--- config.mk ---
export PLATFORM = sky130hd
export DESIGN_NAME = sprite_rom_arbiter
export DESIGN_NICKNAME = d
export VERILOG_FILES = /design/src/rtl/sprite_pkg.sv /design/src/rtl/rr_priority_pick.sv /design/src/rtl/sprite_rom_arbiter.sv
export SDC_FILE = /design/constraint.sdc
export NUM_CORES = 1
export LEC_CHECK = 0
export CORE_MARGIN = 2
export CORE_UTILIZATION = 46
export CTS_CLUSTER_SIZE = 30
export DETAILED_ROUTE_END_ITERATION = 6
export GPL_TIMING_DRIVEN = 1
export PLACE_DENSITY = 0.91
export SLEW_MARGIN = 20
export SYNTH_ARGS = -nofsm -noshare
export SYNTH_HDL_FRONTEND = slang
export SYNTH_SLANG_ARGS = --single-unit
--- constraint.sdc ---
create_clock -name vga_clk -period 10.56 [get_ports vga_clk]
set_input_delay 1.056 -clock vga_clk [delete_from_list [all_inputs] [get_ports vga_clk]]
set_output_delay 1.056 -clock vga_clk [all_outputs]
set_load 0.01 [all_outputs]
--- src/rtl/sprite_pkg.sv ---
// rtl/sprite_pkg.sv - shared constants and tag types for the sprite ROM arbiter
package sprite_pkg;
  localparam int SPRITE_ADDR_W = 17;
  localparam int PAL_IDX_W     = 4;
  localparam int MAX_REQ       = 8;
  localparam int REQ_ID_W      = $clog2(MAX_REQ);

  typedef logic [REQ_ID_W-1:0] req_id_t;

  typedef struct packed {
    logic    valid;
    req_id_t id;
  } tag_t;
endpackage

--- src/rtl/rr_priority_pick.sv ---
// rtl/rr_priority_pick.sv - round-robin pick: first active requester at or above rr_ptr, wrapping
module rr_priority_pick
  import sprite_pkg::*;
#(
  parameter int NUM_REQ = 4
) (
  input  logic [NUM_REQ-1:0] req,
  input  req_id_t            rr_ptr,
  output logic [NUM_REQ-1:0] gnt,
  output req_id_t            idx
);

  always_comb begin
    int   cand;
    logic found;
    gnt   = '0;
    idx   = '0;
    found = 1'b0;
    cand  = 0;
    for (int k = 0; k < NUM_REQ; k++) begin
      cand = int'(rr_ptr) + k;
      if (cand >= NUM_REQ) cand = cand - NUM_REQ;
      if (!found && req[cand]) begin
        found     = 1'b1;
        gnt[cand] = 1'b1;
        idx       = req_id_t'(cand);
      end
    end
  end

endmodule

--- src/rtl/sprite_rom_arbiter.sv ---
// rtl/sprite_rom_arbiter.sv - round-robin sharing of one sprite ROM with tagged, fixed-latency responses
module sprite_rom_arbiter
  import sprite_pkg::*;
#(
  parameter  int NUM_REQ = 4,
  parameter  int ADDR_W  = SPRITE_ADDR_W,
  parameter  int DATA_W  = PAL_IDX_W,
  parameter  int ROM_LAT = 1,
  localparam int ID_W    = $clog2(NUM_REQ)
) (
  input  logic                      vga_clk,
  input  logic                      reset_n,
  input  logic                      enable,
  input  logic [NUM_REQ-1:0]        req,
  input  logic [NUM_REQ*ADDR_W-1:0] req_addr,
  output logic [NUM_REQ-1:0]        gnt,
  output logic [ADDR_W-1:0]         rom_address,
  input  logic [DATA_W-1:0]         rom_q,
  output logic                      rvalid,
  output logic [ID_W-1:0]           rid,
  output logic [DATA_W-1:0]         rdata
);

  generate
    if (NUM_REQ < 2 || NUM_REQ > MAX_REQ) begin : g_bad_num_req
      $error("sprite_rom_arbiter: NUM_REQ must be 2..8");
    end
    if (ROM_LAT < 1 || ROM_LAT > 3) begin : g_bad_rom_lat
      $error("sprite_rom_arbiter: ROM_LAT must be 1..3");
    end
    if (ADDR_W < 1 || DATA_W < 1) begin : g_bad_width
      $error("sprite_rom_arbiter: ADDR_W and DATA_W must be positive");
    end
  endgenerate

  req_id_t            rr_ptr;
  req_id_t            pick_idx;
  logic [NUM_REQ-1:0] req_live;
  logic [NUM_REQ-1:0] pick_gnt;
  logic               any_gnt;
  tag_t               tag_pipe [ROM_LAT];

  // No grant may be shown while reset is held, even if requesters are active.
  assign req_live = (enable && reset_n) ? req : '0;

  rr_priority_pick #(
    .NUM_REQ (NUM_REQ)
  ) u_pick (
    .req    (req_live),
    .rr_ptr (rr_ptr),
    .gnt    (pick_gnt),
    .idx    (pick_idx)
  );

  assign gnt     = pick_gnt;
  assign any_gnt = |pick_gnt;

  always_ff @(posedge vga_clk or negedge reset_n) begin
    if (!reset_n) begin
      rr_ptr      <= '0;
      rom_address <= '0;
    end else if (any_gnt) begin
      rr_ptr      <= (pick_idx == req_id_t'(NUM_REQ - 1)) ? '0 : pick_idx + 1'b1;
      rom_address <= req_addr[int'(pick_idx)*ADDR_W +: ADDR_W];
    end
  end

  // The last tag stage lines up with rom_q becoming valid for that grant's address.
  always_ff @(posedge vga_clk or negedge reset_n) begin
    if (!reset_n) begin
      for (int s = 0; s < ROM_LAT; s++) tag_pipe[s] <= '0;
      rvalid <= 1'b0;
      rid    <= '0;
      rdata  <= '0;
    end else begin
      tag_pipe[0] <= {any_gnt, pick_idx};
      for (int s = 1; s < ROM_LAT; s++) tag_pipe[s] <= tag_pipe[s-1];
      rvalid <= tag_pipe[ROM_LAT-1].valid;
      if (tag_pipe[ROM_LAT-1].valid) begin
        rid   <= tag_pipe[ROM_LAT-1].id[ID_W-1:0];
        rdata <= rom_q;
      end
    end
  end

endmodule

==> metrics.cfg <==
[final_layout]
layout.cells.non_filler=384
drive_gt1_share_pct=20.06
multi_input_area_sq_um=1607
fill_cells=385
syn_to_final_growth_pct=47.61
antenna_cells=0
fin_util_pct=70.88
seqCellArea_sq_um=750.7
nNetsFinal=405

[worst_setup_path]
cp-end-kind=output pin
r2r_cells=9
reg2reg_to=rr_ptr[1]
cp.required_ps=9500
r2r_start=rr_ptr[0]
cp.arrival_ps=4030
start_kind=register
crit_path_max_fanout=25
critPathKind=reg -> out
reg2reg_slack_ps=6480

[place]
gp_routability_congestion=0.8769
dp.cells=376
place_hpwl_mm=5.021
io_buffers=106

[grt]
grt_pass1_vias=2206
grt_overflow=0
grt_max_degree=37
grt_pass1_wl_mm=10.40
antenna_found_initial=0
grt_usage_pct=21.77

[routing]
dr.pass1.iters=4
vias=2150
wirelength_mm=6.419
drt-wirelength-per-cell_um=16.72
met2WireLength_mm=3.486
top_layer_used=met4
viasPerCell=5.599
antenna_left=0
met1_length_mm=2.445
detail_route.iter0.violations=84
route.detailed.drc=0
wl_met3_um=376

[synthesis]
yosysUniqueCellTypes=48
syn_area_sq_um=2484
synth_edf_count=0
ys_seq_area_share_pct=30.23
syn_nets=300
async_flop_share_pct=100.0
synth_warnings=0
ys.flop_type=dfrtp_1
netlist_instances=208
synth.avg_cell_area_sq_um=11.94
synth_seq_cells=30

[die]
rows=26
core_region_area_sq_um=5172
die_x_um=77.48
start_util_pct=48.02
dieArea_sq_um=6003
die_y_um=77.48
pin_count=107

[power_and_ir_drop]
ir_worst_vdd_v=0.0001322
p_leak_uw=0.001408
p_per_area_nw_per_um2=255.9

[worst_hold_path]
hp-class=reg -> reg
min_from=tag_pipe[0]
worstHoldEndpoint=rid[0]
whs_path_depth=1

[clocking]
postCtsSetupBuffers=0
cts_sinks=30
cts_buffers=5
cts_hold_buf=0
cts_resized=0
h-tree-depth=2
cts_tree=built
clk_latency_ps=270
clk_pin_slew_ps=60
clk_path_buf_depth=2
cts-root-buf=clkbuf_8

[timing]
setup_violations=0
worstMarginPinSlew_ps=993.9
fmax_ghz=0.1965
slew_headroom_pct=33.74
fin_worst_skew_ps=5.356
slew_viol_final=0
rsz0062_at_grt=no
period_needed_ps=5089
tns_ps=0
hold_viol=0
fin_crit_sh_pct=48.20

[job]
maxCapViolations=0

[status]
outcome=complete, no violations

placed cells by master, fill, tap and decap left out, types with 2 or more instances in the layout:
cell type and instances:
clkbuf_8 6, ha_1 13, mux2_2 24, a22oi_1 4
mux4_2 3, nand3b_1 2, o2bb2ai_2 10, nand3_1 5
mux2_1 3, inv_2 3, o2bb2ai_1 7, mux2i_1 36
inv_1 4, buf_4 3, nand2_1 4, nor3_1 2
a221oi_1 2, clkdlybuf4s50_1 106, a222oi_1 2, xnor2_1 2
nor2_1 8, a31oi_1 2, nor2b_1 2, nand2_2 4
a21oi_1 3, dfrtp_1 30
how the worst max path moves through the flow:
stage                         start  endpoint  slack [ps]  cells after the start
after floorplan           rr_ptr[0]    gnt[0]        6850                     10
after global placement       req[0]    gnt[0]        5910                      7
after detailed placement  rr_ptr[0]    gnt[2]        5820                      8
after CTS                 rr_ptr[0]    gnt[2]        5510                      8
after global routing      rr_ptr[0]    gnt[2]        5220                      8
final                     rr_ptr[0]    gnt[2]        5470                      8
critical path: stages (launching register included):
cell	delay, ps
dfrtp_1	930
inv_2	190
ha_1	500
mux4_2	560
or2_4	280
nor4bb_4	400
a222oi_1	140
nand2_2	190
clkdlybuf4s50_1	560
routing by layer:
layer,track usage (%),vias up
met1,24.10,1049
met3,5.233,10
li1,-,1007
met2,40.78,84
met4,6.786,0
met5,0,-
synth_stat cells, types with 2 or more instances:
library cell	n	area [sq um]
nand2_2	4	25.02
buf_6	5	56.30
a31oi_1	2	12.51
inv_1	4	15.01
buf_2	2	10.01
xnor2_1	2	17.52
a21oi_1	3	15.01
a22oi_1	4	30.03
o2bb2ai_2	10	150.1
inv_2	3	11.26
nor2_1	8	30.03
dfrtp_1	30	750.7
mux2_1	3	33.78
a221oi_1	2	17.52
o2bb2ai_1	7	61.31
mux2_2	24	270.3
a222oi_1	2	20.02
mux4_2	3	67.56
nand3_1	5	25.02
nor3_1	2	10.01
mux2i_1	36	360.4
ha_1	13	162.7
nand3b_1	2	15.01
nor2b_1	2	12.51
nand2_1	4	15.01
buf_4	4	30.03
per-stage QoR:
step,setup WS (ps),instance area (sq um),hold slack [ps],power [uW]
2_1_floorplan,6854,2484,351.9,656.7
6_report,5471,3666,484.1,938.2
3_5_place_dp,5824,3575,468.7,849.8
3_3_place_gp,5913,3555,458.8,822.9
4_1_cts,5510,3666,483.4,946.2
5_1_grt,5220,3666,502.7,1001
sequential cells by signal, indices dropped and copies added (netlist names):
name and cells:
rvalid 1, rom_address 17, tag_pipe 3, rid 2, rdata 4, rr_ptr 3
where the power goes:
part           switching, uW  internal, uW
Clock                   39.8          52.4
Sequential              58.5           172
Combinational            281           334
cell type report:
cell class	instances	share of cell area (%)
clock inverter	1	0.1365
clock buffer	7	2.355
sequential	30	20.48
multi-input combinational	159	43.82
inverter	7	0.7167
tap	70	2.389
timing repair buffer	110	30.10
kinds of logic after synthesis:
group           after synthesis  share of synthesized area (%)
compound gates               41                          17.88
xor+xnor                      2                         0.7054
fa+ha+maj                    13                          6.549
buf+inv                      19                          5.088
flops                        30                          30.23
mux                          66                          29.47
simple gates                 37                          10.08
No activity file was read; power rests on OpenSTA's default activity.
